File: src/rtl/ahb_slave_mux_n.sv
// ahb_slave_mux_n: AHB-Lite slave response multiplexer with a built-in default slave
// and a wait-state watchdog that turns a hung data phase into an ERROR response.
module ahb_slave_mux_n #(
    parameter int NUM_SLAVES = 4,
    parameter int DATA_WIDTH = 32,
    parameter int TIMEOUT    = 16,
    parameter int CNT_W      = 8
) (
    input  logic                             HCLK,
    input  logic                             HRESETn,
    input  logic [NUM_SLAVES-1:0]            HSEL,
    input  logic [1:0]                       HTRANS,
    input  logic [NUM_SLAVES*DATA_WIDTH-1:0] HRDATA_S,
    input  logic [NUM_SLAVES-1:0]            HREADYOUT_S,
    input  logic [NUM_SLAVES-1:0]            HRESP_S,
    output logic [DATA_WIDTH-1:0]            HRDATA,
    output logic                             HREADY,
    output logic                             HRESP,
    output logic                             sel_err,
    output logic                             timeout
);
    localparam int SEL_W = NUM_SLAVES > 1 ? $clog2(NUM_SLAVES) : 1;
    localparam logic [CNT_W-1:0] LAST_WAIT = CNT_W'(TIMEOUT - 1);

    typedef enum logic [1:0] {IDLE, SLAVE, ERR1, ERR2} state_t;

    state_t             state, state_n;
    logic [SEL_W-1:0]   sel_q, sel_n, low_idx;
    logic [CNT_W-1:0]   wcnt, wcnt_n;
    logic               sel_err_n, timeout_n, slave_rdy;

    always_ff @(posedge HCLK or negedge HRESETn) begin
        if (!HRESETn) begin
            state   <= IDLE;
            sel_q   <= '0;
            wcnt    <= '0;
            sel_err <= 1'b0;
            timeout <= 1'b0;
        end else begin
            state   <= state_n;
            sel_q   <= sel_n;
            wcnt    <= wcnt_n;
            sel_err <= sel_err_n;
            timeout <= timeout_n;
        end
    end

    assign slave_rdy = HREADYOUT_S[sel_q];
    assign HREADY    = state == ERR1 ? 1'b0 : state == SLAVE ? slave_rdy : 1'b1;
    assign HRESP     = state == SLAVE ? HRESP_S[sel_q] : (state == ERR1 || state == ERR2);
    assign HRDATA    = state == SLAVE ? HRDATA_S[int'(sel_q)*DATA_WIDTH +: DATA_WIDTH] : '0;

    // Descending scan so the lowest set select wins on multi-hot HSEL.
    always_comb begin
        low_idx = '0;
        for (int i = NUM_SLAVES - 1; i >= 0; i--)
            if (HSEL[i]) low_idx = SEL_W'(i);
    end

    always_comb begin
        state_n   = state;
        sel_n     = sel_q;
        wcnt_n    = wcnt;
        sel_err_n = 1'b0;
        timeout_n = 1'b0;
        if (HREADY) begin
            if (HTRANS[1] && HSEL != '0) begin
                state_n   = SLAVE;
                sel_n     = low_idx;
                wcnt_n    = '0;
                sel_err_n = $countones(HSEL) > 1;
            end else begin
                state_n = HTRANS[1] ? ERR1 : IDLE;
            end
        end else if (state == ERR1) begin
            state_n = ERR2;
        end else if (TIMEOUT != 0 && wcnt == LAST_WAIT) begin
            // Only a stalled SLAVE data phase reaches here; abort it.
            state_n   = ERR1;
            wcnt_n    = '0;
            timeout_n = 1'b1;
        end else begin
            wcnt_n = wcnt + CNT_W'(wcnt != '1);
        end
    end
endmodule
File: config.mk
export PLATFORM = sky130hd
export DESIGN_NAME = ahb_slave_mux_n
export DESIGN_NICKNAME = d
export VERILOG_FILES = /design/src/rtl/ahb_slave_mux_n.sv
export SDC_FILE = /design/constraint.sdc
export NUM_CORES = 1
export LEC_CHECK = 0
export BUFFER_PORTS_ARGS = -buffer_cell sky130_fd_sc_hd__buf_2
export CORE_MARGIN = 3
export CORE_UTILIZATION = 37
export DETAILED_ROUTE_END_ITERATION = 12
export PLACE_DENSITY = 0.87
export SETUP_SLACK_MARGIN = 0.15
export SYNTH_ARGS = -nofsm -noshare
export SYNTH_HDL_FRONTEND = slang
export SYNTH_SLANG_ARGS = --single-unit
File: constraint.sdc
create_clock -name HCLK -period 2.2 [get_ports HCLK]
set_input_delay 0.22 -clock HCLK [delete_from_list [all_inputs] [get_ports HCLK]]
set_output_delay 0.22 -clock HCLK [all_outputs]
set_load 0.02 [all_outputs]
==> run_results.csv, run 1 <==
group,metric,value,unit
outcome,run_status,"finished, final reports clean",
drt,viasPerCell,5.29,
drt,wl_met1,2450,µm
floorplan,fp.dieW,76.9,µm
synth,synth_xor_area_share,0.941,%
critical_path,required,1.98,ns
synth,synth_edf_count,0,
synth,ys_seq_elements,14,
floorplan,core-area,4790,µm²
sta,final.setup.tns,0,ns
pwr,powerDensity,1050,nW/µm²
synth,synth_area_leaders,"mux4_2 (40%), dfrtp_1 (19%), nor2b_1 (11%)",
critical_path,cp_max_fo,17,
synth,syn-num-nets,311,
sta,finClkSkew,0.00357,ns
critical_path,worstPathArrival,1.74,ns
drt,topRoutingLayerUsed,"met5",
finish,layout.nets,490,
critical_path,crit_path_end_kind,"output port",
synth,yosysSeqAreaShare,18.8,%
clock_tree,cts_tree,"built",
floorplan,rows,25,
sta,fmax,0.511,GHz
floorplan,io_pins,180,
drt,wl_per_cell,17.4,µm
synth,synth_compound_area_share,9.75,%
sta,worst_slew_pin_slew,0.569,ns
critical_path,cp-startpoint,"sel_q[0]",
sta,rsz0062_at_grt,"no",
global_routing,antenna_found_initial,1,
finish,drive_gt1_share,68.0,%
place,port-buffer-count,178,
sta,period_needed,1.96,ns
critical_path,crit_type,"flop to output port",
global_routing,grt_usage,23.3,%
drt,drc_errors,0,
place,dp_hpwl,5860,µm
synth,syn-cell-area,1860,µm²
worst_hold_path,min_to,"sel_q[1]",
sta,finalSetupViolCount,0,
floorplan,start_util,38.9,%
clock_tree,clk-insertion-delay-late,0.25,ns
synth,syn-mean-instance-area,11.4,µm²
finish,insertedDiodeCount,0,
clock_tree,clkTransAtPathRegs,0.06,ns
drt,wl_met2,3820,µm
pwr,ir_worst_vdd,0.568,mV
sta,holdWs,0.221,ns
clock_tree,cts_buffers,3,
synth,syn_inst,163,
synth,synthFlopType,"dfrtp_1",
job,drv_cap,0,
floorplan,die_area,5920,µm²
synth,yosysTopAreaCellShare,39.9,%
worst_hold_path,worst_hold_path.num_cells,2,
drt,vias,2158,
clock_tree,cts_buffer_depth,2,
finish,area_growth,57.0,%
floorplan,dieHeight,76.9,µm
critical_path,reg2reg_from,"wcnt[5]",
sta,relSlewSlack,61.7,%
pwr,p_leak,1.44,nW
synth,synth_top_family_by_area,"multiplexers",
global_routing,grt_max_degree,35,
clock_tree,h-tree-depth,1,
global_routing,grt_pass1_wl,11100,µm
drt,dr.pass1.iters,4,
sta,fin_crit_sh,89.0,%
synth,ys_warn_count,0,
critical_path,r2r-end,"wcnt[2]",
drt,dr.first_iter.drc_count,70,
clock_tree,cts_setup_buffers,0,
sta,drv_slew,0,
synth,synthMuxAreaShare,41.9,%
drt,wl_met3,756,µm
finish,mostFrequentLayoutCells,"buf_2 (178), nor2b_1 (34), mux4_2 (33), dfrtp_1 (12), nand3_1 (8)",
drt,drt_wl_total,7100,µm
finish,final_common_cell,"buf_2",
finish,post-route-util,61.0,%
critical_path,worstSetupStartpointType,"flop",
global_routing,grt_overflow_total,0,
critical_path,reg2reg_setup_slack,0.31,ns
synth,synthArstFlopShare,100,%
synth,ys_types,44,
drt,ant_nets,0,
worst_hold_path,min-delay-start,"HSEL[0]",
finish,fillers,405,
synth,synth_fa_ha_area_share,3.09,%
synth,yosys.area.top_type,"mux4_2",
worst_hold_path,hp-class,"input pin to flop",
synth,synthSimpleGateAreaFrac,21.0,%
clock_tree,cts_num_sinks,14,
place,gp_congestion,0.884,
critical_path,reg2regPathDepth,4,
sta,hold_viol,0,
clock_tree,root_buffer,"clkbuf_8",
global_routing,grt_pass1_vias,2248,
[per-stage QoR]
stage,cell area [µm²],worst slack [ns],std cells,power (mW)
after global placement,2830,0.420,402,2.72
after global routing,2920,0.166,408,3.31
final,2920,0.242,408,3.08
after floorplan,1860,0.405,163,2.13
after detailed placement,2830,0.351,402,2.78
after CTS,2900,0.160,407,3.04
[worst max path at each step]
stage / cells past startpoint / endpoint / slack, ns
6_report: 4 / HRESP / 0.24
4_1_cts: 4 / HRESP / 0.16
5_1_grt: 4 / HRESP / 0.17
2_1_floorplan: 9 / wcnt[6] / 0.41
3_3_place_gp: 8 / wcnt[6] / 0.42
3_5_place_dp: 8 / wcnt[6] / 0.35
[report_power, final]
group | switching, mW | internal (mW) | leakage [nW]
combinational | 1.24 | 1.19 | 1.22
clock | 0.0981 | 0.159 | 0.0288
sequential | 0.0841 | 0.320 | 0.185
[metal layers]
| metal | GRT usage, % | vias to the layer above |
|---|---|---|
| met3 | 6.22 | 13 |
| met5 | 0 | - |
| met1 | 26.0 | 1018 |
| met4 | 3.99 | 2 |
| met2 | 44.4 | 130 |
| li1 | - | 995 |
[synthesized netlist by cell type (2+ instances only)]
cell type   n
nor2b_1    34
mux4_2     33
dfrtp_1    14
nand3_1     8
clkbuf_1    7
nor2_1      7
inv_1       5
a21oi_1     4
nand2_1     4
o21ai_0     4
a22o_1      3
buf_2       3
ha_1        3
buf_6       2
nand2b_1    2
nor3_1      2
[worst max-delay path, cell delays in order (launching register included)]
cell and delay, ns:
dfrtp_2 0.43, buf_12 0.20, mux4_2 0.51, a21o_1 0.19, buf_2 0.15
[cell families after synthesis]
group	after synthesis
xor gates and xnor gates	2
and+or+nand+nor	67
AOI/OAI and AO/OA	23
DFF	14
adders and majority gates	4
muxes	36
buffers and inverters	17
[sequential cells by signal, indices dropped and copies added, names as in the netlist]
register / cells
wcnt: 8
sel_q: 2
state: 2
sel_err: 1
timeout: 1
[repair_timing]
action	CTS	global route
hold buffers	1	0
endpoints found under the setup margin	0	34
gates resized for setup	0	1
hold endpoints to repair	14	0
[cell type report]
type / count / area [µm²] / area share [%]
multi-input combinational: 132 / 1430 / 48.9
sequential: 14 / 353 / 12.1
tap: 67 / 83.8 / 2.87
inverter: 5 / 18.8 / 0.642
timing repair buffer: 186 / 983 / 33.7
clock buffer: 4 / 55.1 / 1.88
Note: power is estimated with default switching activity, not from simulation.
==> run 2: changes to the inputs <==
BUFFER_PORTS_ARGS = -buffer_cell sky130_fd_sc_hd__clkbuf_2   (was -buffer_cell sky130_fd_sc_hd__buf_2)
==> run 2 against run 1 <==
  * Clock-buffer cell count unchanged
  * Fmax increased by 0.83%
  * Register-to-register slack about the same
  * Wire length decreased by 1.5%
  * Clock power decreased by 2%
  * Core utilization about the same
  * Sequential share of layout area about the same
  * Sequential power about the same
  * Clock skew decreased by 0.0025 ns
  * Non-clock buffer count unchanged
  * Die area unchanged
==> run_results.csv, run 2 (same netlist as run 1, synthesis figures left out) <==
group,metric,value,unit
pwr,powerDensity,1050,nW/µm²
critical_path,path_cells,"clkbuf_16 -> mux4_2 -> nor2b_1 -> clkbuf_2",
clock_tree,cts_buffers,3,
finish,layout.nets,490,
drt,drt_wl_total,7000,µm
clock_tree,cts_tree,"built",
pwr,comb_power_share,78.8,%
global_routing,grt_pass1_wl,10900,µm
global_routing,grt_util_met2,42.8,%
floorplan,io_pins,180,
pwr,p_leak,1.45,nW
finish,largest_reg_flops,8,
drt,wl_per_cell,17.1,µm
place,dp_hpwl,5930,µm
critical_path,worstPathArrival,1.72,ns
finish,drive_gt1_share,67.7,%
finish,final_common_cell,"clkbuf_2",
drt,drc_errors,0,
sta,rsz0062_at_grt,"no",
pwr,p_clk_share,8.2,%
sta,relSlewSlack,72.1,%
global_routing,antenna_found_initial,1,
clock_tree,cts_buffer_depth,2,
clock_tree,clk-insertion-delay-late,0.24,ns
floorplan,die_area,5920,µm²
place,dpl_cell_area,2830,µm²
critical_path,slowest_stage,"mux4_2",
global_routing,grt_max_degree,35,
global_routing,grt_pass1_vias,2282,
finish,insertedDiodeCount,0,
finish,mostFrequentLayoutCells,"clkbuf_2 (178), nor2b_1 (34), mux4_2 (33), dfrtp_1 (13), nand3_1 (8)",
pwr,p_seq_share,13.0,%
finish,top_register,"wcnt",
place,gp_congestion,0.845,
drt,dr.pass1.iters,4,
global_routing,grt_usage,22.7,%
floorplan,core-area,4790,µm²
finish,final_area,2920,µm²
critical_path,reg2reg_setup_slack,0.31,ns
pwr,ir_worst_vdd,0.647,mV
floorplan,rows,25,
floorplan,fp.dieW,76.9,µm
sta,finalSetupViolCount,0,
clock_tree,h-tree-depth,1,
clock_tree,clkTransAtPathRegs,0.06,ns
finish,reg.largest.list,"wcnt: 8 flops, sel_q: 2 flops, state: 2 flops",
global_routing,grtUsageMet1,24.9,%
floorplan,dieHeight,76.9,µm
pwr,intPower,1.66,mW
critical_path,worstSetupStartpointType,"flop",
finish,area_growth,57.0,%
place,port-buffer-count,178,
outcome,run_status,"finished, final reports clean",
critical_path,cp_max_fo,17,
job,drv_cap,0,
clock_tree,cts_num_sinks,14,
sta,fmax,0.515,GHz
pwr,switching_power,1.42,mW
clock_tree,cts.repair.resized,0,
critical_path,crit_type,"flop to output port",
sta,period_needed,1.94,ns
global_routing,grt_overflow_total,0,
critical_path,required,1.98,ns
drt,vias,2166,
sta,worst_slew_pin_slew,0.418,ns
sta,hold_viol,0,
sta,final.setup.tns,0,ns
critical_path,critPathMaxStageDelay,0.50,ns
drt,viasPerCell,5.31,
critical_path,crit_path_end_kind,"output port",
global_routing,grt.busiest_layer,"met2",
pwr,swShare,46.2,%
sta,finClkSkew,0.00109,ns
drt,dr.first_iter.drc_count,92,
drt,ant_nets,0,
global_routing,use_met3,6.81,%
clock_tree,root_buffer,"clkbuf_8",
floorplan,start_util,38.9,%
sta,drv_slew,0,
sta,fin_crit_sh,88.3,%
worst_hold_path,hp-class,"input pin to flop",
run 2: path summary, 6_finish.rpt:
kind | cells past startpoint | startpoint | to
max in group asynchronous | 2 | HRESETn | sel_q[0]
min in group asynchronous | 2 | HRESETn | wcnt[0]
max | 4 | sel_q[0] | HRDATA[20]
max reg2reg | 8 | wcnt[2] | wcnt[6]
min | 2 | HSEL[0] | sel_q[1]
min reg2reg | 1 | wcnt[0] | wcnt[0]
run 2: area by class of cell:
type                    count  area, µm²
inverters                   5       18.8
fillers                   416       1870
multi-input cells         132       1430
clock buffers               4       55.1
well taps                  67       83.8
repair buffers            186        983
flip-flops and latches     14        352
run 2: power groups by stage:
stage / Sequential, mW / Clock, mW / Combinational [mW]
2_1_floorplan: 0.366 / 0 / 1.76
3_3_place_gp: 0.395 / 0 / 2.33
3_5_place_dp: 0.399 / 0 / 2.39
4_1_cts: 0.395 / 0.258 / 2.39
5_1_grt: 0.416 / 0.272 / 2.62
6_report: 0.401 / 0.252 / 2.43
run 2: worst max-delay path: cells and delay by family, from the launching register on:
family	cells	cell delay [ns]
buffers and inverters	2	0.41
flip-flops	1	0.42
multiplexers	1	0.50
AND/OR/NAND/NOR	1	0.15
run 2: what timing repair did:
item                                   in CTS  in global routing
buffers inserted                            0                  0
endpoints found under the hold margin      14                  0
hold buffers                                1                  0
setup endpoints to repair                   0                 29
run 2: metal layers:
metal	routed length (µm)	share of wire, %	vias to the layer above
met1	2560	37	1036
li1	-	-	992
met4	97	1.4	2
met2	3660	52	120
met3	667	9.5	16
met5	13	0.19	-
run 2: stage by stage:
step,cells,setup slack (ns),utilization (%),hold WS (ns),power [mW]
finish,408,0.258,61.0,0.219,3.08
CTS,407,0.174,60.5,0.222,3.05
detailed placement,402,0.349,59.1,0.147,2.78
floorplan,163,0.405,-,-0.0756,2.13
global route,408,0.159,61.0,0.230,3.31
global placement,402,0.420,59.1,0.144,2.73
